## src/rtl/art_fault_ctl.sv

```systemverilog
// art_fault_ctl: fault-side responder for the I-side and D-side ART FSMs.
//
// Each side has a one-deep capture stage that latches a miss/permission fault pulse together
// with its address and access type. A three-state controller (Idle/Report/AckOut) serialises
// the captured faults to the CPU as a level exception with cause, side and address
// registers. When the CPU clears the exception, a single-cycle ack is returned to the side
// that was served.
//
// Ports:
//   Clk, Reset                          clock, synchronous active-high reset
//   i_I_Miss_Fault/i_I_Perm_Fault       I-side fault pulses, i_I_Adr is the faulting address
//   i_I_Fault_Strobe, o_I_Fault_Ack     I-side FSM echo and ack
//   i_D_Miss_Fault/i_D_Perm_Fault       D-side fault pulses, i_D_Adr / i_D_wr_op access info
//   i_D_Fault_Strobe, o_D_Fault_Ack     D-side FSM echo and ack
//   o_Exception                         level exception to the CPU
//   o_Fault_Cause                       bit0 = perm (0 = miss), bit1 = write
//   o_Fault_Side, o_Fault_Adr           0 = I, 1 = D; faulting address
//   i_Exc_Clear                         CPU has handled the fault (one-cycle pulse)
//   o_Fault_Count, i_Cnt_Clr            saturating count of served faults and its clear
//   o_Overrun                           sticky: fault arrived while the same side was pending
//   o_Proto_Err                         sticky: an FSM strobe disagreed with our ack
module art_fault_ctl #(
    parameter int unsigned ADR_W  = 32,
    parameter int unsigned CNT_W  = 16,
    parameter bit          D_PRIO = 1'b1
) (
    input  logic             Clk,
    input  logic             Reset,
    input  logic             i_I_Miss_Fault,
    input  logic             i_I_Perm_Fault,
    input  logic [ADR_W-1:0] i_I_Adr,
    input  logic             i_I_Fault_Strobe,
    output logic             o_I_Fault_Ack,
    input  logic             i_D_Miss_Fault,
    input  logic             i_D_Perm_Fault,
    input  logic [ADR_W-1:0] i_D_Adr,
    input  logic             i_D_wr_op,
    input  logic             i_D_Fault_Strobe,
    output logic             o_D_Fault_Ack,
    output logic             o_Exception,
    output logic [1:0]       o_Fault_Cause,
    output logic             o_Fault_Side,
    output logic [ADR_W-1:0] o_Fault_Adr,
    input  logic             i_Exc_Clear,
    output logic [CNT_W-1:0] o_Fault_Count,
    input  logic             i_Cnt_Clr,
    output logic             o_Overrun,
    output logic             o_Proto_Err
);

    typedef enum logic [2:0] {
        StIdle   = 3'b001,
        StReport = 3'b010,
        StAckOut = 3'b100
    } state_e;

    state_e             state_q, state_d;

    // Per-side capture stage
    logic               i_pend_q, i_pend_d;
    logic [ADR_W-1:0]   i_adr_q, i_adr_d;
    logic               i_perm_q, i_perm_d;
    logic               d_pend_q, d_pend_d;
    logic [ADR_W-1:0]   d_adr_q, d_adr_d;
    logic               d_perm_q, d_perm_d;
    logic               d_wr_q, d_wr_d;

    // CPU-visible registers
    logic               exc_q, exc_d;
    logic [1:0]         cause_q, cause_d;
    logic               side_q, side_d;
    logic [ADR_W-1:0]   adr_q, adr_d;
    logic [CNT_W-1:0]   cnt_q, cnt_d;
    logic               ovr_q, ovr_d;
    logic               perr_q, perr_d;

    logic               i_evt, d_evt;
    logic               ack_i, ack_d;
    logic               sel_d;

    always_comb begin
        state_d  = state_q;
        i_pend_d = i_pend_q;
        i_adr_d  = i_adr_q;
        i_perm_d = i_perm_q;
        d_pend_d = d_pend_q;
        d_adr_d  = d_adr_q;
        d_perm_d = d_perm_q;
        d_wr_d   = d_wr_q;
        exc_d    = exc_q;
        cause_d  = cause_q;
        side_d   = side_q;
        adr_d    = adr_q;
        cnt_d    = cnt_q;
        ovr_d    = ovr_q;
        perr_d   = perr_q;
        sel_d    = 1'b0;

        i_evt = i_I_Miss_Fault | i_I_Perm_Fault;
        d_evt = i_D_Miss_Fault | i_D_Perm_Fault;

        // Acks come purely from registered state; side_q names the side being served.
        ack_i = (state_q == StAckOut) & ~side_q;
        ack_d = (state_q == StAckOut) & side_q;

        // Capture: a fault on a side that is still pending (including the one being acked
        // this cycle) is dropped and flagged as an overrun.
        if (i_evt) begin
            if (i_pend_q) begin
                ovr_d = 1'b1;
            end else begin
                i_pend_d = 1'b1;
                i_adr_d  = i_I_Adr;
                i_perm_d = i_I_Perm_Fault & ~i_I_Miss_Fault;
            end
        end
        if (d_evt) begin
            if (d_pend_q) begin
                ovr_d = 1'b1;
            end else begin
                d_pend_d = 1'b1;
                d_adr_d  = i_D_Adr;
                d_perm_d = i_D_Perm_Fault & ~i_D_Miss_Fault;
                d_wr_d   = i_D_wr_op;
            end
        end
        if (ack_i) begin
            i_pend_d = 1'b0;
        end
        if (ack_d) begin
            d_pend_d = 1'b0;
        end

        if ((i_I_Fault_Strobe != ack_i) || (i_D_Fault_Strobe != ack_d)) begin
            perr_d = 1'b1;
        end

        if (i_Cnt_Clr) begin
            cnt_d = '0;
        end else if ((state_q == StAckOut) && (cnt_q != {CNT_W{1'b1}})) begin
            cnt_d = cnt_q + CNT_W'(1);
        end

        unique case (state_q)
            StIdle: begin
                if (i_pend_q | d_pend_q) begin
                    sel_d   = D_PRIO ? d_pend_q : ~i_pend_q;
                    side_d  = sel_d;
                    adr_d   = sel_d ? d_adr_q : i_adr_q;
                    cause_d = sel_d ? {d_wr_q, d_perm_q} : {1'b0, i_perm_q};
                    exc_d   = 1'b1;
                    state_d = StReport;
                end
            end
            StReport: begin
                if (i_Exc_Clear) begin
                    exc_d   = 1'b0;
                    state_d = StAckOut;
                end
            end
            StAckOut: begin
                state_d = StIdle;
            end
            default: begin
                exc_d   = 1'b0;
                state_d = StIdle;
            end
        endcase
    end

    always_ff @(posedge Clk) begin
        if (Reset) begin
            state_q  <= StIdle;
            i_pend_q <= 1'b0;
            i_adr_q  <= '0;
            i_perm_q <= 1'b0;
            d_pend_q <= 1'b0;
            d_adr_q  <= '0;
            d_perm_q <= 1'b0;
            d_wr_q   <= 1'b0;
            exc_q    <= 1'b0;
            cause_q  <= 2'b00;
            side_q   <= 1'b0;
            adr_q    <= '0;
            cnt_q    <= '0;
            ovr_q    <= 1'b0;
            perr_q   <= 1'b0;
        end else begin
            state_q  <= state_d;
            i_pend_q <= i_pend_d;
            i_adr_q  <= i_adr_d;
            i_perm_q <= i_perm_d;
            d_pend_q <= d_pend_d;
            d_adr_q  <= d_adr_d;
            d_perm_q <= d_perm_d;
            d_wr_q   <= d_wr_d;
            exc_q    <= exc_d;
            cause_q  <= cause_d;
            side_q   <= side_d;
            adr_q    <= adr_d;
            cnt_q    <= cnt_d;
            ovr_q    <= ovr_d;
            perr_q   <= perr_d;
        end
    end

    assign o_I_Fault_Ack = ack_i;
    assign o_D_Fault_Ack = ack_d;
    assign o_Exception   = exc_q;
    assign o_Fault_Cause = cause_q;
    assign o_Fault_Side  = side_q;
    assign o_Fault_Adr   = adr_q;
    assign o_Fault_Count = cnt_q;
    assign o_Overrun     = ovr_q;
    assign o_Proto_Err   = perr_q;

endmodule

```

## config.mk

```make
export PLATFORM = sky130hd
export DESIGN_NAME = art_fault_ctl
export DESIGN_NICKNAME = d
export VERILOG_FILES = /design/src/rtl/art_fault_ctl.sv
export SDC_FILE = /design/constraint.sdc
export NUM_CORES = 1
export LEC_CHECK = 0
export CAP_MARGIN = 20
export CORE_AREA = 10 10 113 115
export DETAILED_ROUTE_END_ITERATION = 12
export DIE_AREA = 0 0 123 125
export PLACE_DENSITY = 0.79
export SYNTH_ARGS = -nofsm -noshare
export SYNTH_HDL_FRONTEND = slang
export SYNTH_SLANG_ARGS = --single-unit
```

## constraint.sdc

```tcl
create_clock -name Clk -period 2.9 [get_ports Clk]
set_clock_uncertainty 0.2 [all_clocks]
set_input_delay 0.58 -clock Clk [delete_from_list [all_inputs] [get_ports Clk]]
set_output_delay 0.58 -clock Clk [all_outputs]
set_load 0.01 [all_outputs]
```

* Word-level counts from Yosys, hierarchy flattened
Cells that the tools add are included.
Word-level totals: register bits after elaboration 126
Operators by class: $add $sub $neg 1, equal/unequal tests 8, muxes and demuxes 12, bitwise logic cells 13, reductions and logical operators 10
Operator list (number):
- two-way mux 32 bit | 1
- adder 16 x 1 -> 16 bit (second input constant) | 1
- != test 16 bit (second input constant) | 1
- AND reduction 2 bit | 4
- two-way mux 1 bit | 6
- two-way mux 3 bit | 2
- inverter 1 bit | 6
- case mux 3 bit (2 select lines) | 1
- OR reduction 2 bit | 3
- bitwise AND 1 bit | 4
- != test 2 bit (second input constant) | 2
- == test 3 x 1 -> 1 bit (second input constant) | 1
- == test 3 x 2 -> 1 bit (second input constant) | 1
- == test 3 bit (second input constant) | 1
- bitwise OR 1 bit | 3
- case mux 1 bit (3 select lines) | 1
- AND reduction 3 bit | 1
- two-way mux 2 bit | 1
- != test 1 bit | 2
- logical AND 1 bit | 1
- logical OR 1 bit | 1

* Longest topological paths before layout
depth in word-level cells 4, depth in mapped cells 6, gate-level depth less buffers 5

* Least setup slack after synthesis
Ideal clock, no wire load.
path kind register to register, start point register state_q[2], end point register cnt_q[10], in the netlist o_Fault_Count[10], library setup time 70 ps, arrival time 1997 ps, data required time 2630 ps, setup slack 633 ps, stages on the path, launching flop included 7, path through dfxtp_1 > or3b_1 > buf_6 > or3_1 > clkbuf_2 > or4_1 > a21oi_1
On the way: cells in the longest elaborated chain, start to end 2
Ends and longest elaborated chain:
- start: declaration | line 57 | state_e state_q, state_d;
- start signal: assignment | line 173 | state_q <= StIdle;
- start signal: assignment | line 189 | state_q <= state_d;
- == test 3 bit | line 140 | end else if ((state_q == StAckOut) && (cnt_q != {CNT_W{1'b1}})) begin
- logical AND 1 bit | line 140
- end signal: assignment | line 201 | cnt_q <= cnt_d;
- end: declaration | line 73 | logic [CNT_W-1:0] cnt_q, cnt_d;
Every way passes these cells. A chain may end at the register's enable or synchronous reset.

* Final worst setup path
start point register state_q[2], end point output port o_D_Fault_Ack
On the way: cells in the longest elaborated chain, start to end 2
Ends and longest elaborated chain:
- == test 3 bit | line 104 | ack_d = (state_q == StAckOut) & side_q;
- bitwise AND 1 bit | line 104
- end: declaration | line 39 | output logic o_D_Fault_Ack,
Every way passes these cells.

==> results_dict.tcl <==
set metrics [dict create \
    status "finished, final reports clean" \
    ctsHtreeMaxLevel 4 \
    min_path_type "reg -> reg" \
    startpoint_type "register" \
    synthArstFlopShare_pct 0 \
    grt_pass1_wl_um 22280 \
    gp_congestion 0.8802 \
    first_pass_iters 4 \
    clock_tree.root_cell "clkbuf_8" \
    antenna_found_initial 0 \
    postSynthAreaPerCell_um2 8.368 \
    critPathMaxFanout 8 \
    layout_commonest_cell "nand2_1" \
    cp_slowest_cell "clkdlybuf4s50_1" \
    cp_slowest_stage_delay_ps 550 \
    dpl.hpwl_um 9479 \
    row_count 38 \
    nets 792 \
    rsz0062_at_grt "no" \
    drv_slew 0 \
    grt_max_degree 83 \
    synth_seq_cells 126 \
    fin_setup_tns_ps 0 \
    drt_iter0_drc 279 \
    fin_cells 869 \
    relSlewSlack_pct 55.74 \
    syn-num-nets 669 \
    worstPathRequired_ps 2120 \
    worstSetupPathType "reg -> out" \
    end_kind "output pin" \
    p_leak_nw 2.580 \
    setup_viol 0 \
    ys.flop_type "dfxtp_1" \
    synth_edf_count 0 \
    die_width_um 123 \
    remaining_drc_errors 0 \
    period_share_pct 96.31 \
    syn_inst 593 \
    pre_cts_ws_ps 412.4 \
    via_count 4688 \
    mostFrequentLayoutCells "nand2_1, clkdlybuf4s50_1, dfxtp_1" \
    yosysWarnings 0 \
    numCtsBuffers 17 \
    ys_seq_area_share_pct 50.83 \
    post-route-util_pct 65.86 \
    path_clk_slew_ps 50 \
    vdd_drop_max_mv 0.2855 \
    io_pins 131 \
    wl_per_cell_um 15.90 \
    period_minus_slack_ps 2793 \
    cp.arrival_ps 2010 \
    via_per_inst 5.395 \
    clockBufferDepth 2 \
    track_usage_pct 17.85 \
    layout-drive-gt1-share_pct 7.682 \
    area_growth_pct 40.72 \
    grt_pass1_vias 4657 \
    place_area_mm2 0.006405 \
    numClockSinks 126 \
    detail-route-antenna-nets 0 \
    worstMarginPinSlew_ps 657.8 \
    fillers 877 \
    core_area_mm2 0.01060 \
    ys_types 41 \
    cts_setup_buffers 0 \
    cts_tree "yes" \
    hold_viol 0 \
    dp_cells 837 \
    crit_chain "nor3b_2 -> buf_4 -> and2_1 -> clkdlybuf4s50_1" \
    clk_latency_ps 520 \
    fmax_mhz 358.0 \
    power.density_mw_per_mm2 669.9 \
    grt-ovfl-total 0 \
    max-cap-violations 0 \
    dieArea_mm2 0.01538 \
    stdcell_area_mm2 0.006983 \
    finalWorstSetupSlack_ps 107.1 \
    portBuffers 130 \
    diodes 0 \
    syn_area_mm2 0.004962 \
    drt-total-wl_um 13820 \
    die_h_um 125 \
    start_util_pct 46.80 \
]
repair_timing:
action                     in CTS  in global routing
gates resized for setup         2                  1
setup endpoints to repair       2                  1
hold buffers                    0                  0
pin swaps                       0                  0
power by group:
part	total, mW	internal, mW	switching [mW]
Combinational	0.680	0.343	0.337
Clock	2.05	1.30	0.744
Sequential	1.95	1.87	0.0806
Total	4.68	3.52	1.16
logic make-up after synthesis:
| kind of cell | synth area share (%) |
|---|---|
| buffers and inverters | 3.681 |
| adders and majority gates | 0.2521 |
| DFF | 50.83 |
| and+or+nand+nor | 20.20 |
| muxes | 6.657 |
| AOI/OAI and AO/OA | 18.38 |
cells in the mapped netlist, drive strengths merged, types with 2 or more instances:
| library cell | number | area share, % |
|---|---|---|
| o21ai | 17 | 1.7 |
| nor2 | 48 | 3.6 |
| a31oi | 5 | 0.63 |
| mux2i | 33 | 6.7 |
| nand4 | 6 | 0.76 |
| o31ai | 5 | 0.76 |
| nand2b | 2 | 0.25 |
| clkbuf | 33 | 2.5 |
| nor3b | 3 | 0.55 |
| o211ai | 2 | 0.30 |
| dfxtp | 126 | 51 |
| or4 | 4 | 0.61 |
| or3 | 7 | 0.93 |
| nand2 | 142 | 11 |
| or2 | 2 | 0.25 |
| nor3 | 5 | 0.50 |
| buf | 5 | 0.53 |
| nand3 | 8 | 0.81 |
| a211oi | 38 | 5.7 |
| a21oi | 79 | 8.0 |
| nor4 | 2 | 0.25 |
| and3 | 2 | 0.25 |
| inv | 6 | 0.45 |
final cells by class:
class	instances	area (um2)	area share (%)
clock inverter	11	142.6	2.043
multi-input combinational	422	2277	32.61
inverter	6	22.52	0.3225
tap	140	175.2	2.509
sequential	126	2525	36.16
timing repair buffer	143	1411	20.21
clock buffer	21	429.2	6.146
state kept, by name, indices dropped and copies added (netlist names), 2 cells and up:
name	flops
d_adr_q	32
o_Fault_Count	16
o_Fault_Cause	2
i_adr_q	32
state_q	3
o_Fault_Adr	32
worst paths after layout:
path         slack (ps)                     startpoint                             end  cells after the start
max                 110        state_q[2]$_SDFFE_PP0P_                   o_D_Fault_Ack                      4
min                 250        i_adr_q[9]$_SDFFE_PP0P_         i_adr_q[9]$_SDFFE_PP0P_                      2
max reg2reg         610  o_Fault_Count[0]$_SDFFE_PP0P_  o_Fault_Count[10]$_SDFFE_PP0P_                      5
min reg2reg         250        i_adr_q[9]$_SDFFE_PP0P_         i_adr_q[9]$_SDFFE_PP0P_                      2
routing by layer:
layer	routed length, um	vias to the layer above	track usage, %	share of wire, %
met2	7000	138	30.44	51
met4	237	0	6.648	1.7
met1	5652	2206	20.11	41
met5	0	-	0	0
li1	-	2321	-	-
met3	927	23	5.941	6.7
through the flow:
step | power [mW] | hold slack, ps
6_report | 4.678 | 253.7
5_1_grt | 4.861 | 265.9
4_1_cts | 4.715 | 241.3
3_5_place_dp | 2.670 | 245.8
3_3_place_gp | 2.650 | 241.4
2_1_floorplan | 2.311 | 235.7
worst max-delay path: cells and delay by family, from the launching register on:
| family | cells | cell delay (ps) |
|---|---|---|
| buffers and inverters | 2 | 730 |
| flip-flops | 1 | 390 |
| AND/OR/NAND/NOR | 2 | 380 |
Power figures use the tool's default switching activity.
